## src/rtl/countdown_timer_pkg.sv

```systemverilog
// Shared definitions for the countdown timer: FSM state encoding, BCD digit limits
// and the preset clamp helper.
package countdown_timer_pkg;

    typedef enum logic [1:0] {
        IDLE    = 2'd0,
        RUN     = 2'd1,
        PAUSE   = 2'd2,
        EXPIRED = 2'd3
    } timer_state_t;

    localparam logic [3:0] MAX_DIGIT    = 4'd9;
    localparam logic [3:0] MAX_SEC_HIGH = 4'd5;

    function automatic logic [3:0] clamp_digit(input logic [3:0] val, input logic [3:0] max);
        return (val > max) ? max : val;
    endfunction

endpackage

```

## src/rtl/countdown_timer_if.sv

```systemverilog
// Control, preset and display signals between a controller and the countdown timer.
interface countdown_timer_if;
    logic       load;
    logic       start;
    logic [3:0] load_min;
    logic [3:0] load_sec_high;
    logic [3:0] load_sec_low;
    logic [3:0] load_tenths;
    logic [3:0] minutes;
    logic [3:0] sec_high;
    logic [3:0] sec_low;
    logic [3:0] tenths;
    logic       running;
    logic       expired;
    logic       done;

    modport master (
        output load, start, load_min, load_sec_high, load_sec_low, load_tenths,
        input  minutes, sec_high, sec_low, tenths, running, expired, done
    );

    modport slave (
        input  load, start, load_min, load_sec_high, load_sec_low, load_tenths,
        output minutes, sec_high, sec_low, tenths, running, expired, done
    );
endinterface

```

## src/rtl/countdown_timer_bcd_down_digit.sv

```systemverilog
// One BCD down-counting digit with clamped preset; borrows to the next digit when
// decremented from zero, at which point it wraps to MAX.
module bcd_down_digit
    import countdown_timer_pkg::*;
#(
    parameter logic [3:0] MAX = MAX_DIGIT
) (
    input  logic       clock,
    input  logic       reset,
    input  logic       dec_in,
    input  logic       load,
    input  logic [3:0] load_val,
    output logic [3:0] digit,
    output logic       borrow_out
);

    logic [3:0] digit_reg;

    always_ff @(posedge clock) begin
        if (reset) begin
            digit_reg <= 4'd0;
        end else if (load) begin
            digit_reg <= clamp_digit(load_val, MAX);
        end else if (dec_in) begin
            digit_reg <= (digit_reg == 4'd0) ? MAX : digit_reg - 4'd1;
        end
    end

    assign digit      = digit_reg;
    assign borrow_out = dec_in && (digit_reg == 4'd0);

endmodule

```

## src/rtl/countdown_timer.sv

```systemverilog
// M:SS.d countdown timer: prescaler, run/pause/expire FSM and a four-digit BCD
// borrow chain, with a one-cycle done pulse when the count reaches zero.
module countdown_timer
    import countdown_timer_pkg::*;
#(
    parameter int TICKS_PER_TENTH = 10_000_000
) (
    input  logic               clock,
    input  logic               reset,
    countdown_timer_if.slave   bus
);

    localparam int PW = (TICKS_PER_TENTH > 1) ? $clog2(TICKS_PER_TENTH) : 1;
    localparam logic [PW-1:0] PRESC_LAST = PW'(TICKS_PER_TENTH - 1);

    timer_state_t  state_reg, state_next;
    logic [PW-1:0] presc_reg;
    logic          done_reg, done_next;

    logic [3:0] load_vals [4];
    logic [3:0] digits    [4];
    logic [4:0] borrow;
    logic       unused_borrow;

    logic counting, tick, value_zero, value_last;

    // Index 0 is tenths, 3 is minutes; the borrow ripples upward.
    assign load_vals[0] = bus.load_tenths;
    assign load_vals[1] = bus.load_sec_low;
    assign load_vals[2] = bus.load_sec_high;
    assign load_vals[3] = bus.load_min;

    // PAUSE with start=1 counts on its exit edge so the prescaler resumes immediately.
    assign counting = bus.start && ((state_reg == RUN) || (state_reg == PAUSE));
    assign tick     = counting && (presc_reg == PRESC_LAST) && !bus.load;

    assign value_zero = (digits[3] == 4'd0) && (digits[2] == 4'd0) &&
                        (digits[1] == 4'd0) && (digits[0] == 4'd0);
    assign value_last = (digits[3] == 4'd0) && (digits[2] == 4'd0) &&
                        (digits[1] == 4'd0) && (digits[0] == 4'd1);

    assign borrow[0]     = tick;
    assign unused_borrow = borrow[4];

    generate
        for (genvar gi = 0; gi < 4; gi++) begin : g_digit
            localparam logic [3:0] LIM = (gi == 2) ? MAX_SEC_HIGH : MAX_DIGIT;
            bcd_down_digit #(.MAX(LIM)) u_digit (
                .clock      (clock),
                .reset      (reset),
                .dec_in     (borrow[gi]),
                .load       (bus.load),
                .load_val   (load_vals[gi]),
                .digit      (digits[gi]),
                .borrow_out (borrow[gi+1])
            );
        end
    endgenerate

    always_ff @(posedge clock) begin
        if (reset) begin
            presc_reg <= '0;
        end else if (bus.load) begin
            presc_reg <= '0;
        end else if (counting) begin
            presc_reg <= (presc_reg == PRESC_LAST) ? '0 : presc_reg + 1'b1;
        end else if ((state_reg == IDLE) || (state_reg == EXPIRED)) begin
            presc_reg <= '0;
        end
    end

    always_ff @(posedge clock) begin
        if (reset) begin
            state_reg <= IDLE;
            done_reg  <= 1'b0;
        end else begin
            state_reg <= state_next;
            done_reg  <= done_next;
        end
    end

    always_comb begin
        state_next = state_reg;
        done_next  = 1'b0;
        if (bus.load) begin
            state_next = IDLE;
        end else begin
            case (state_reg)
                IDLE: begin
                    if (bus.start) begin
                        state_next = value_zero ? EXPIRED : RUN;
                        done_next  = value_zero;
                    end
                end
                RUN, PAUSE: begin
                    if (!bus.start) begin
                        state_next = PAUSE;
                    end else if (tick && value_last) begin
                        state_next = EXPIRED;
                        done_next  = 1'b1;
                    end else begin
                        state_next = RUN;
                    end
                end
                default: state_next = EXPIRED;
            endcase
        end
    end

    always_comb begin
        bus.running  = (state_reg == RUN);
        bus.expired  = (state_reg == EXPIRED);
        bus.done     = done_reg;
        bus.tenths   = digits[0];
        bus.sec_low  = digits[1];
        bus.sec_high = digits[2];
        bus.minutes  = digits[3];
    end

endmodule

```

## src/flat_wrapper.sv

```systemverilog
// flat-port wrapper written by rule: the top's interface ports become plain ports
module countdown_timer_flat import countdown_timer_pkg::*;
#(
    parameter int TICKS_PER_TENTH = 10_000_000
)
  (clock, reset, bus_load, bus_start, bus_load_min, bus_load_sec_high, bus_load_sec_low, bus_load_tenths, bus_minutes, bus_sec_high, bus_sec_low, bus_tenths, bus_running, bus_expired, bus_done);
  countdown_timer_if bus_i ();
  input  logic clock;
  input  logic reset;
  input wire logic [$bits(bus_i.load)-1:0] bus_load;
  input wire logic [$bits(bus_i.start)-1:0] bus_start;
  input wire logic [$bits(bus_i.load_min)-1:0] bus_load_min;
  input wire logic [$bits(bus_i.load_sec_high)-1:0] bus_load_sec_high;
  input wire logic [$bits(bus_i.load_sec_low)-1:0] bus_load_sec_low;
  input wire logic [$bits(bus_i.load_tenths)-1:0] bus_load_tenths;
  output wire logic [$bits(bus_i.minutes)-1:0] bus_minutes;
  output wire logic [$bits(bus_i.sec_high)-1:0] bus_sec_high;
  output wire logic [$bits(bus_i.sec_low)-1:0] bus_sec_low;
  output wire logic [$bits(bus_i.tenths)-1:0] bus_tenths;
  output wire logic [$bits(bus_i.running)-1:0] bus_running;
  output wire logic [$bits(bus_i.expired)-1:0] bus_expired;
  output wire logic [$bits(bus_i.done)-1:0] bus_done;
  assign bus_i.load = bus_load;
  assign bus_i.start = bus_start;
  assign bus_i.load_min = bus_load_min;
  assign bus_i.load_sec_high = bus_load_sec_high;
  assign bus_i.load_sec_low = bus_load_sec_low;
  assign bus_i.load_tenths = bus_load_tenths;
  assign bus_minutes = bus_i.minutes;
  assign bus_sec_high = bus_i.sec_high;
  assign bus_sec_low = bus_i.sec_low;
  assign bus_tenths = bus_i.tenths;
  assign bus_running = bus_i.running;
  assign bus_expired = bus_i.expired;
  assign bus_done = bus_i.done;
  countdown_timer #(.TICKS_PER_TENTH(TICKS_PER_TENTH)) u_core (.clock(clock), .reset(reset), .bus(bus_i));
endmodule
```

## config.mk

```make
export PLATFORM = sky130hd
export DESIGN_NAME = countdown_timer_flat
export DESIGN_NICKNAME = d
export VERILOG_FILES = /design/src/rtl/countdown_timer_pkg.sv /design/src/rtl/countdown_timer_if.sv /design/src/rtl/countdown_timer_bcd_down_digit.sv /design/src/rtl/countdown_timer.sv /design/src/flat_wrapper.sv
export SDC_FILE = /design/constraint.sdc
export NUM_CORES = 1
export LEC_CHECK = 0
export CAP_MARGIN = 20
export CORE_MARGIN = 2
export CORE_UTILIZATION = 25
export DETAILED_ROUTE_END_ITERATION = 8
export GPL_TIMING_DRIVEN = 0
export PLACE_DENSITY_LB_ADDON = 0.12
export SYNTH_ARGS = -nofsm -noshare
export SYNTH_HDL_FRONTEND = slang
export SYNTH_SLANG_ARGS = --single-unit
```

## constraint.sdc

```tcl
create_clock -name clock -period 3.1 [get_ports clock]
set_clock_uncertainty 0.15 [all_clocks]
set_input_delay 0.31 -clock clock [delete_from_list [all_inputs] [get_ports clock]]
set_output_delay 0.31 -clock clock [all_outputs]
set_load 0.02 [all_outputs]
```

==> summary.md <==
| Metric | Value |
|---|---|
| Die area | `10600 um^2` |
| Clock slew at reported path FFs | `0.08 ns` |
| Initial antenna violation count | `0` |
| Vias in the first global route | `2133` |
| WP depth | `7` |
| Routability Congestion | `0.767` |
| Vias | `2383` |
| Count of TritonRoute iterations in the first routing pass | `4` |
| Remaining DRCs | `0` |
| Min-Delay Path Class | `flop to flop` |
| Number of synthesized flops with an enable pin | `0` |
| Commonest cells after routing, fill and taps aside | `43 x dfxtp_1, 38 x clkdlybuf4s50_1, 31 x nor2_1` |
| Post-synthesis sequential area ratio | `35.3%` |
| Worst VDD drop | `0.148 mV` |
| FFs w/ async S/R, synth | `0%` |
| H-tree levels | `2` |
| Setup violations, final | `0` |
| Syn. warnings | `0` |
| CP Class | `flop to flop` |
| Core area | `9640 um^2` |
| Post-DP HPWL | `5110 um` |
| Synth Instances | `310` |
| Ratio of final minimum period to clock period | `90.7%` |
| Met1 Track Usage GR | `18.2%` |
| Pwr dens | `372 nW/um^2` |
| Outcome | `finished, final reports clean` |
| Worst path max stage delay | `0.67 ns` |
| Crit. End Element | `flop` |
| GRT Residual Overflow | `0` |
| Largest net degree at the start of global routing | `13` |
| First-pass GRT wire length | `11100 um` |
| Clk sinks | `43` |
| Worst slew margin | `42.8%` |
| Initial DRC Count | `99` |
| Post-route cell area | `3080 um^2` |
| Crit-path cells | `ha_1 -> nand3_1 -> or4_1 -> buf_1 -> o21ba_2 -> o21ai_0 -> nor2_1` |
| CP startpoint kind | `flop` |
| Hold Crit Depth | `2` |
| Minimum clock period | `2.81 ns` |
| Setup WS post-layout | `0.289 ns` |
| TritonCTS clock tree | `built` |
| Place WS | `0.227 ns` |
| Family with the most delay on the worst path | `simple AND/OR/NAND/NOR gates` |
| R2R depth | `7` |
| CTS root buf | `clkbuf_8` |
| GRT Overall Usage | `13.3%` |
| Post-synth top flop | `dfxtp_1` |
| Worst-path fanout max | `10` |
| Die X-Extent | `103 um` |
| Placed cell areas | `2980 um^2` |
| Net Count, Synth | `334` |
| Clock Latency Late Sink | `0.29 ns` |
| Gr busiest metal | `met2` |
| Buffers on Ports | `38` |
| Layout cells sized above 1 | `4.79%` |
| Achievable frequency | `0.356 GHz` |
| Antenna Nets Post-Route | `0` |
| MaxCap Viol Count | `0` |
| Final #Nets | `379` |
| Final Max Tran Viols | `0` |
| Hold Fails Final Rpt | `0` |
| Fill cell count | `1055` |
| Number of cell rows | `36` |
| Met2 Use GR | `22.0%` |
| Die height | `103 um` |
| Mapped Avg Cell Area | `7.86 um^2` |
| RSZ-0062 raised after global routing | `false` |
| Hold-fix buffers, CTS | `0` |
| Vias per cell | `4.88` |
| Final hold slack | `0.336 ns` |
| #FFs+latches synth | `43` |
| Ports | `39` |
| Final setup TNS | `0 ns` |
| Initial core utilization | `25.3%` |
| Critical Path RT | `3.12 ns` |
| Synth cell types | `53` |
| Routing usage on met3 | `2.44%` |
| Crit-path slowest cell | `or4_1` |
| Synth Cell Area | `2440 um^2` |
| Cts bufs inserted | `5` |
| Diodes inserted | `0` |
| WL/cell | `14.3 um` |
| Total wire length | `6960 um` |
| Area grow syn2layout | `26.3%` |
| Worst-margin pin slew | `0.850 ns` |
| Clock Path Buffers | `2` |
| Critical Path AT | `2.84 ns` |
| Worst Path Buf+Inv | `1` |
| Max reg flops | `24` |
| Leak | `0.962 nW` |
| Most common cell after layout, fill and taps aside | `dfxtp_1` |
==> report_power, final <==
group / leakage, nW / total [mW] / internal (mW) / switching (mW)
Sequential: 0.349 / 0.584 / 0.566 / 0.0180
Combinational: 0.566 / 0.184 / 0.0853 / 0.0988
Clock: 0.0470 / 0.378 / 0.175 / 0.203
==> metal layers <==
metal,wire (um),vias to the layer above
met4,68,0
li1,-,1226
met1,3440,1091
met2,3110,58
met5,0,-
met3,332,8
==> worst min-delay path: cells and delay by family (launching register included) <==
kind	cells	cell delay, ns
compound gates	1	0.07
buf+inv	1	0.05
flops	1	0.33
==> cell usage after synthesis, types with 4 or more instances <==
| library cell | n | area share (%) |
|---|---|---|
| and3_1 | 4 | 1.0 |
| xor2_1 | 5 | 1.8 |
| ha_1 | 4 | 2.1 |
| nand2_1 | 25 | 3.9 |
| nand2b_1 | 5 | 1.3 |
| a21oi_1 | 18 | 3.7 |
| nor4_1 | 11 | 2.8 |
| nor2b_1 | 5 | 1.3 |
| a31oi_1 | 10 | 2.6 |
| or4_1 | 4 | 1.2 |
| dfxtp_1 | 43 | 35 |
| nor3_1 | 14 | 2.9 |
| nand4_1 | 8 | 2.1 |
| or3_1 | 9 | 2.3 |
| mux2i_1 | 7 | 2.9 |
| inv_1 | 15 | 2.3 |
| o21ai_0 | 18 | 3.7 |
| nand3_1 | 13 | 2.7 |
| xnor2_1 | 4 | 1.4 |
| nor2_1 | 31 | 4.8 |
| clkbuf_1 | 10 | 1.5 |
==> stage by stage <==
step | util [%] | std cells | total power, mW
6_report | 31.9 | 488 | 1.15
5_1_grt | 31.9 | 488 | 1.20
4_1_cts | 31.9 | 488 | 1.16
3_5_place_dp | 31.0 | 481 | 0.780
3_3_place_gp | 31.0 | 481 | 0.780
2_1_floorplan | - | 310 | 0.698
==> final timing paths <==
path	startpoint	slack, ns	to
setup / recovery	u_core.presc_reg[0]	0.29	u_core.presc_reg[16]
hold / removal	u_core.presc_reg[23]	0.34	u_core.presc_reg[23]
setup reg to reg	u_core.presc_reg[0]	0.29	u_core.presc_reg[16]
hold reg to reg	u_core.presc_reg[23]	0.34	u_core.presc_reg[23]
==> layout make-up <==
type / instances / area (um^2) / share of cell area (%)
tap: 133 / 166 / 5.41
buffer: 12 / 52.6 / 1.71
inverter: 15 / 56.3 / 1.83
multi-input combinational: 240 / 1470 / 47.9
clock buffer: 6 / 82.6 / 2.68
clock inverter: 1 / 5.00 / 0.163
timing repair buffer: 38 / 380 / 12.4
sequential: 43 / 861 / 28.0
==> kinds of logic after synthesis <==
family                     share of synthesized area [%]
and+or+nand+nor                                     34.3
AOI/OAI and AO/OA                                   17.7
DFF                                                 35.3
buffers and inverters                               4.47
xor gates and xnor gates                            3.23
muxes                                               2.87
adders and majority gates                           2.05
==> repair_timing <==
action	in CTS	in global routing
resized for setup	0	1
endpoints found under the setup margin	0	1
setup buffers	0	0
Note: power is estimated with default switching activity, not from simulation.
